### src/rtl/openframe_gpio_ctrl.sv
// Memory-mapped GPIO controller for the openframe pad ring: output data, per-pad
// configuration, synchronized inputs with rising-edge capture and a level interrupt.
module openframe_gpio_ctrl #(
  parameter int unsigned NPADS    = 44,
  parameter logic [23:0] BASE_SEL = 24'h030000
) (
  input  logic             clk,
  input  logic             reset,
  input  logic             iomem_valid,
  output logic             iomem_ready,
  input  logic [3:0]       iomem_wstrb,
  input  logic [31:0]      iomem_addr,
  input  logic [31:0]      iomem_wdata,
  output logic [31:0]      iomem_rdata,
  input  logic [NPADS-1:0] gpio_in,
  output logic [NPADS-1:0] gpio_out,
  output logic [NPADS-1:0] gpio_oeb,
  output logic [NPADS-1:0] gpio_ieb,
  output logic [NPADS-1:0] gpio_ib_mode_sel,
  output logic [NPADS-1:0] gpio_vtrip_sel,
  output logic [NPADS-1:0] gpio_slow_sel,
  output logic [NPADS-1:0] gpio_dm2,
  output logic [NPADS-1:0] gpio_dm1,
  output logic [NPADS-1:0] gpio_dm0,
  output logic             irq
);
  localparam int unsigned RW = 64;

  localparam logic [7:0] OFF_OUT_LO  = 8'h00;
  localparam logic [7:0] OFF_OUT_HI  = 8'h04;
  localparam logic [7:0] OFF_IN_LO   = 8'h08;
  localparam logic [7:0] OFF_IN_HI   = 8'h0C;
  localparam logic [7:0] OFF_PAD_SEL = 8'h10;
  localparam logic [7:0] OFF_PAD_CFG = 8'h14;
  localparam logic [7:0] OFF_EDGE_LO = 8'h18;
  localparam logic [7:0] OFF_EDGE_HI = 8'h1C;
  localparam logic [7:0] OFF_IEN_LO  = 8'h20;
  localparam logic [7:0] OFF_IEN_HI  = 8'h24;

  typedef enum logic [1:0] {ST_IDLE, ST_ACK, ST_GAP} state_t;

  state_t            state_q, state_d;
  logic              sel_c, accept_c, commit_c;
  logic [7:0]        req_off;
  logic [31:0]       req_wdata;
  logic [3:0]        req_wstrb;
  logic [NPADS-1:0]  sync1, sync2, prev, edge_q, ien_q;
  logic [5:0]        pad_sel;
  logic [1:0]        warm;
  logic              pad_ok_c;
  logic [7:0]        cfg_rd_c;
  logic [31:0]       rd_c, byte_mask_c;
  logic [RW-1:0]     out_w, in_w, edge_w, ien_w, wr_mask_c, wr_data_c;
  logic              wr_out_c, wr_edge_c, wr_ien_c;
  logic [NPADS-1:0]  out_nx_c, ien_nx_c, edge_clr_c, rise_c, edge_nx_c;

  assign sel_c    = iomem_valid && (iomem_addr[31:8] == BASE_SEL);
  assign out_w    = RW'(gpio_out);
  assign in_w     = RW'(sync2);
  assign edge_w   = RW'(edge_q);
  assign ien_w    = RW'(ien_q);
  assign pad_ok_c = 32'(pad_sel) < NPADS;

  // Handshake: accept, acknowledge, then one mandatory idle cycle
  always_comb begin
    state_d  = state_q;
    accept_c = 1'b0;
    commit_c = 1'b0;
    case (state_q)
      ST_IDLE: if (sel_c) begin
        accept_c = 1'b1;
        state_d  = ST_ACK;
      end
      ST_ACK: begin
        commit_c = |req_wstrb;
        state_d  = ST_GAP;
      end
      ST_GAP:  state_d = ST_IDLE;
      default: state_d = ST_IDLE;
    endcase
  end

  always_ff @(posedge clk) begin
    if (reset) state_q <= ST_IDLE;
    else       state_q <= state_d;
  end

  always_comb begin
    cfg_rd_c = '0;
    if (pad_ok_c)
      cfg_rd_c = {gpio_slow_sel[pad_sel], gpio_vtrip_sel[pad_sel], gpio_ib_mode_sel[pad_sel],
                  gpio_ieb[pad_sel], gpio_oeb[pad_sel], gpio_dm2[pad_sel], gpio_dm1[pad_sel],
                  gpio_dm0[pad_sel]};
  end

  always_comb begin
    rd_c = '0;
    case (iomem_addr[7:0])
      OFF_OUT_LO:  rd_c = out_w[31:0];
      OFF_OUT_HI:  rd_c = out_w[63:32];
      OFF_IN_LO:   rd_c = in_w[31:0];
      OFF_IN_HI:   rd_c = in_w[63:32];
      OFF_PAD_SEL: rd_c = 32'(pad_sel);
      OFF_PAD_CFG: rd_c = 32'(cfg_rd_c);
      OFF_EDGE_LO: rd_c = edge_w[31:0];
      OFF_EDGE_HI: rd_c = edge_w[63:32];
      OFF_IEN_LO:  rd_c = ien_w[31:0];
      OFF_IEN_HI:  rd_c = ien_w[63:32];
      default:     rd_c = '0;
    endcase
  end

  // Lo/hi register pairs share one 64-bit byte-masked write path
  always_comb begin
    byte_mask_c = {{8{req_wstrb[3]}}, {8{req_wstrb[2]}}, {8{req_wstrb[1]}}, {8{req_wstrb[0]}}};
    wr_mask_c   = '0;
    wr_data_c   = '0;
    case (req_off)
      OFF_OUT_LO, OFF_EDGE_LO, OFF_IEN_LO: begin
        wr_mask_c = RW'(byte_mask_c);
        wr_data_c = RW'(req_wdata);
      end
      OFF_OUT_HI, OFF_EDGE_HI, OFF_IEN_HI: begin
        wr_mask_c = {byte_mask_c, 32'h0};
        wr_data_c = {req_wdata, 32'h0};
      end
      default: ;
    endcase
  end

  assign wr_out_c   = commit_c && (req_off == OFF_OUT_LO  || req_off == OFF_OUT_HI);
  assign wr_edge_c  = commit_c && (req_off == OFF_EDGE_LO || req_off == OFF_EDGE_HI);
  assign wr_ien_c   = commit_c && (req_off == OFF_IEN_LO  || req_off == OFF_IEN_HI);
  assign out_nx_c   = NPADS'((out_w & ~wr_mask_c) | (wr_data_c & wr_mask_c));
  assign ien_nx_c   = NPADS'((ien_w & ~wr_mask_c) | (wr_data_c & wr_mask_c));
  assign edge_clr_c = wr_edge_c ? NPADS'(wr_data_c & wr_mask_c) : '0;
  // Edges are masked until the synchronizer has refilled after reset
  assign rise_c     = sync2 & ~prev & {NPADS{warm == 2'd3}};
  assign edge_nx_c  = (edge_q & ~edge_clr_c) | rise_c;

  always_ff @(posedge clk) begin
    if (reset) begin
      iomem_ready <= 1'b0;
      iomem_rdata <= '0;
      req_off     <= '0;
      req_wdata   <= '0;
      req_wstrb   <= '0;
    end else begin
      iomem_ready <= accept_c;
      iomem_rdata <= accept_c ? rd_c : '0;
      if (accept_c) begin
        req_off   <= iomem_addr[7:0];
        req_wdata <= iomem_wdata;
        req_wstrb <= iomem_wstrb;
      end
    end
  end

  always_ff @(posedge clk) begin
    if (reset) begin
      sync1 <= '0;
      sync2 <= '0;
      prev  <= '0;
      warm  <= '0;
    end else begin
      sync1 <= gpio_in;
      sync2 <= sync1;
      prev  <= sync2;
      if (warm != 2'd3) warm <= warm + 2'd1;
    end
  end

  always_ff @(posedge clk) begin
    if (reset) begin
      gpio_out         <= '0;
      gpio_oeb         <= '1;
      gpio_ieb         <= '0;
      gpio_ib_mode_sel <= '0;
      gpio_vtrip_sel   <= '0;
      gpio_slow_sel    <= '0;
      gpio_dm2         <= '0;
      gpio_dm1         <= '0;
      gpio_dm0         <= '1;
      pad_sel          <= '0;
      edge_q           <= '0;
      ien_q            <= '0;
      irq              <= 1'b0;
    end else begin
      if (wr_out_c) gpio_out <= out_nx_c;
      if (wr_ien_c) ien_q <= ien_nx_c;
      edge_q <= edge_nx_c;
      irq    <= |(edge_q & ien_q);
      if (commit_c && req_off == OFF_PAD_SEL && req_wstrb[0]) pad_sel <= req_wdata[5:0];
      if (commit_c && req_off == OFF_PAD_CFG && req_wstrb[0] && pad_ok_c) begin
        gpio_dm0[pad_sel]         <= req_wdata[0];
        gpio_dm1[pad_sel]         <= req_wdata[1];
        gpio_dm2[pad_sel]         <= req_wdata[2];
        gpio_oeb[pad_sel]         <= req_wdata[3];
        gpio_ieb[pad_sel]         <= req_wdata[4];
        gpio_ib_mode_sel[pad_sel] <= req_wdata[5];
        gpio_vtrip_sel[pad_sel]   <= req_wdata[6];
        gpio_slow_sel[pad_sel]    <= req_wdata[7];
      end
    end
  end
endmodule
### config.mk
export PLATFORM = sky130hd
export DESIGN_NAME = openframe_gpio_ctrl
export DESIGN_NICKNAME = d
export VERILOG_FILES = /design/src/rtl/openframe_gpio_ctrl.sv
export SDC_FILE = /design/constraint.sdc
export NUM_CORES = 1
export LEC_CHECK = 0
export BUFFER_PORTS_ARGS = -buffer_cell sky130_fd_sc_hd__clkbuf_2
export CAP_MARGIN = 20
export CELL_PAD_IN_SITES_DETAIL_PLACEMENT = 1
export CELL_PAD_IN_SITES_GLOBAL_PLACEMENT = 1
export CORE_ASPECT_RATIO = 1.2
export CORE_MARGIN = 1
export CORE_UTILIZATION = 30
export CTS_BUF_LIST = sky130_fd_sc_hd__clkbuf_16
export CTS_CLUSTER_DIAMETER = 60
export DETAILED_ROUTE_END_ITERATION = 12
export GPL_TIMING_DRIVEN = 0
export PLACE_DENSITY_LB_ADDON = 0.1
export SYNTH_ARGS = -nofsm -noshare
export SYNTH_HDL_FRONTEND = slang
export SYNTH_SLANG_ARGS = --single-unit
export TNS_END_PERCENT = 30
### constraint.sdc
create_clock -name clk -period 3.7 [get_ports clk]
set_clock_uncertainty 0.05 [all_clocks]
set_input_delay 0.555 -clock clk [delete_from_list [all_inputs] [get_ports clk]]
set_output_delay 0.555 -clock clk [all_outputs]
set_load 0.03 [all_outputs]
==> results.md <==
- The flow ran to the end, but the final reports show violations.
- The final reports fail on negative setup slack.
- The number of enable-type register cells in the synthesized netlist is 0.
- Counting flops and latches in the post-synthesis netlist gives ~700.
- In the layout the commonest cells are sky130_fd_sc_hd__dfxtp_1, sky130_fd_sc_hd__nand2_1, sky130_fd_sc_hd__clkbuf_2.
- The most common cell after layout, fill and taps aside is sky130_fd_sc_hd__dfxtp_1.
- The total routing usage reported by global routing is 34.79%.
- The routed design could run at a clock period as short as 3933 ps.
- The leakage power figure is around 13 nW.
- Buffers inserted to repair hold after CTS numbered 0.
- Measured along the x axis, the die boundary spans 286.2 um.
- Counting the buffers created by CTS gives 84.
- The register-to-register setup slack is -230 ps.
- In the finished design, the share of the clock period the worst path needs comes to 106.3%.
- The hold violation total from the final report is 0.
- The number of different library cells used by synthesis comes to 67.
- The routed length per instance is 32.87 um.
- The fraction of final layout cells with drive strength greater than 1 is 20.57%.
- Final hold analysis gives a worst-case slack of between 40 and 50 ps.
- The worst path setup slack after routing is -232.8 ps.
- The peak fanout along the critical path is 10.
- For this design the ratio of total power to cell area is 444.6 nW/um2.
- The worst-case IR drop observed on VDD is about 0.00031 V.
- The kind of start point of the critical path is a flop.
- The CTS clock-pin slew for the worst setup and hold paths is 60 ps.
- Port buffering added 542 buffers.
- The DRC violations left is 0.
- The CTS tree is built.
- The number of placement rows is 124.
- The critical path in this run is classified as reg -> reg.
- Excluding fillers, the count of instances in the completed layout stands at 5329.
- Entering global routing, the biggest net connects 15 pins.
- The max-cap check violation count is 0.
- Once the floorplan was initialized, standard cells occupied 30.42% of the core.
- The post-synthesis to final-layout area growth is 25.79%.
- The residual overflow from global routing is 0.
- The worst hold path belongs to the class in -> reg.
- The netlist area before placement is 29070 um2.
- The root buffer cell chosen for the clock tree is sky130_fd_sc_hd__clkbuf_16.
- The post-layout utilization of the core is 38.26%.
- The number of antenna violations at the first check in global routing is 3.
- The dominant register cell in the synthesized netlist is sky130_fd_sc_hd__dfxtp_1.
- The final-report setup violation count is 5.
- The die covers roughly 98000 um2.
- Routability-driven placement finished with a final weighted congestion of slightly below 1.
- The clock passes through at most 3 buffers.
- The clock drives 704 sinks.
- In the routed layout, each cell is associated on average with a via count of 5.656.
- The floorplan step defined a core boundary enclosing 95570 um2.
- The net count of the mapped netlist is 3457.
- The first-pass GRT wire length is 240.1 mm.
- The DRC violation total after the first TritonRoute iteration is 2461.
- The total of fill cells in the finished design is approximately 11000.
- For this run, asynchronously set or reset flops after synthesis account for 0%.
- The cell count after synthesis came out at 3341.
- The average instance in the mapped netlist occupies roughly 8.7 um2.
- The category of the worst setup path capture point is a flop.
- The number of nets in the final layout is a little over 4000.
- The number of placed instances with taps included is 5183.
- Setup repair after global routing could not meet its margin everywhere.
- The count of pins on the block boundary is approximately 550.
- The number of antenna-violating nets in the routed design is 0.
- The number of warnings printed during yosys synthesis is 0.
- The via count of the first global-routing pass is between 20000 and 30000.
- The number of max-slew violations in the final report is 0.
- Headroom to the max-slew limit came out at between 10% and 20%.
- Data on the critical path is required at its endpoint by 4110 ps.
- Summing the sequential cell areas from Yosys gives 48.48% of the chip area.
- The first detailed-routing pass ran for 5 iterations.
- The sum of net half-perimeters after detailed placement is 135.4 mm.
- The upper clock frequency limit is 0.2543 GHz.
- 0 antenna diodes ended up in the layout.
- The H-tree was split into 3 levels.
- The clock latency at the later pin of the worst-skew pair is between 600 and 700 ps.
- The critical path data arrival time is 4340 ps.
- Wires add up to 175.2 mm.
- At the pin with the least slew margin, the transition time is around 1300 ps.
- The height of the chip is 343.0 um.
- For this block, the via count after detailed routing is 30141.
[layer usage]
| layer | up-vias | wire length, um | track usage [%] |
|---|---|---|---|
| li1 | 13039 | - | - |
| met5 | - | 20 | 0 |
| met3 | 515 | 13640 | 7.068 |
| met4 | 4 | 13040 | 23.30 |
| met1 | 15040 | 64520 | 39.27 |
| met2 | 1543 | 83950 | 59.23 |
[final cells by class]
type	count	area (um2)	share of cell area, %
plain buffers	285	1146	3.134
multi-input cells	2342	13950	38.14
repair buffers	582	3191	8.725
clock buffers	87	2177	5.953
well taps	1260	1577	4.311
clock inverters	61	409.1	1.119
inverters	8	30.03	0.08211
flip-flops and latches	704	14090	38.54
[report_power, final]
part / total (W) / internal, W / switching [W]
combinational: 0.000449 / 0.000140 / 0.000309
clock: 0.00811 / 0.00453 / 0.00358
sequential: 0.00770 / 0.00765 / 0.0000460
total: 0.0163 / 0.0123 / 0.00394
[final timing paths]
kind / endpoint / depth (start not counted) / startpoint
worst max register to register: iomem_rdata[2] / 9 / pad_sel[1]
worst min register to register: sync2[12] / 1 / sync1[12]
worst max-delay path: iomem_rdata[2] / 9 / pad_sel[1]
worst min-delay path: sync1[22] / 2 / gpio_in[22]
[cells in the mapped netlist (10+ instances only)]
| cell | number | share of area (%) |
|---|---|---|
| sky130_fd_sc_hd__dfxtp_1 | 704 | 48 |
| sky130_fd_sc_hd__nand2_1 | 553 | 7.1 |
| sky130_fd_sc_hd__a21oi_1 | 396 | 6.8 |
| sky130_fd_sc_hd__o21ai_0 | 308 | 5.3 |
| sky130_fd_sc_hd__clkbuf_1 | 241 | 3.1 |
| sky130_fd_sc_hd__nor2_1 | 200 | 2.6 |
| sky130_fd_sc_hd__mux2i_1 | 182 | 6.3 |
| sky130_fd_sc_hd__nor2b_1 | 159 | 3.4 |
| sky130_fd_sc_hd__nand3b_1 | 115 | 3.0 |
| sky130_fd_sc_hd__nand3_1 | 40 | 0.69 |
| sky130_fd_sc_hd__buf_1 | 34 | 0.44 |
| sky130_fd_sc_hd__a22oi_1 | 32 | 0.83 |
| sky130_fd_sc_hd__mux2_2 | 32 | 1.2 |
| sky130_fd_sc_hd__a221oi_1 | 31 | 0.93 |
| sky130_fd_sc_hd__o22ai_1 | 28 | 0.60 |
| sky130_fd_sc_hd__mux4_2 | 25 | 1.9 |
| sky130_fd_sc_hd__a211o_1 | 22 | 0.66 |
| sky130_fd_sc_hd__a222oi_1 | 21 | 0.72 |
| sky130_fd_sc_hd__a22o_1 | 18 | 0.54 |
| sky130_fd_sc_hd__and2_1 | 14 | 0.30 |
| sky130_fd_sc_hd__a31oi_1 | 12 | 0.26 |
| sky130_fd_sc_hd__buf_2 | 12 | 0.21 |
| sky130_fd_sc_hd__nor3_1 | 10 | 0.17 |
[what timing repair did]
item | CTS | global route
pin swaps | 0 | 1
endpoints found under the setup margin | 58 | 79
gates resized for setup | 41 | 7
setup buffers | 0 | 0
[per-stage QoR]
stage,setup TNS [ps],worst slack (ps),cell area [um2],total power [W]
5_1_grt,-113.8,-54.96,36570,0.01671
3_3_place_gp,-126540,-2534,33360,0.008311
6_report,-522.2,-232.8,36570,0.01626
4_1_cts,0,17.05,36550,0.01635
2_1_floorplan,0,1144,29070,0.008060
3_5_place_dp,-36390,-1658,33870,0.008317
[critical path, cell delays in order, from the launching register on]
cell	delay, ps
sky130_fd_sc_hd__dfxtp_1	470
sky130_fd_sc_hd__clkbuf_2	380
sky130_fd_sc_hd__clkbuf_4	390
sky130_fd_sc_hd__inv_1	240
sky130_fd_sc_hd__clkbuf_1	580
sky130_fd_sc_hd__a22oi_1	440
sky130_fd_sc_hd__o211ai_1	150
sky130_fd_sc_hd__a22o_1	280
sky130_fd_sc_hd__o41ai_2	490
sky130_fd_sc_hd__a21oi_1	240
[logic make-up after synthesis]
logic type	count (synthesis)	share of synthesized area [%]
buffers and inverters	295	3.861
flip-flops	704	48.48
multiplexers	239	9.443
XOR/XNOR	1	0.03013
AND/OR/NAND/NOR	1181	19.94
AO/OA/AOI/OAI	920	18.21
adder cells (fa/ha/maj)	1	0.04303
Note: power is estimated with default switching activity, not from simulation.
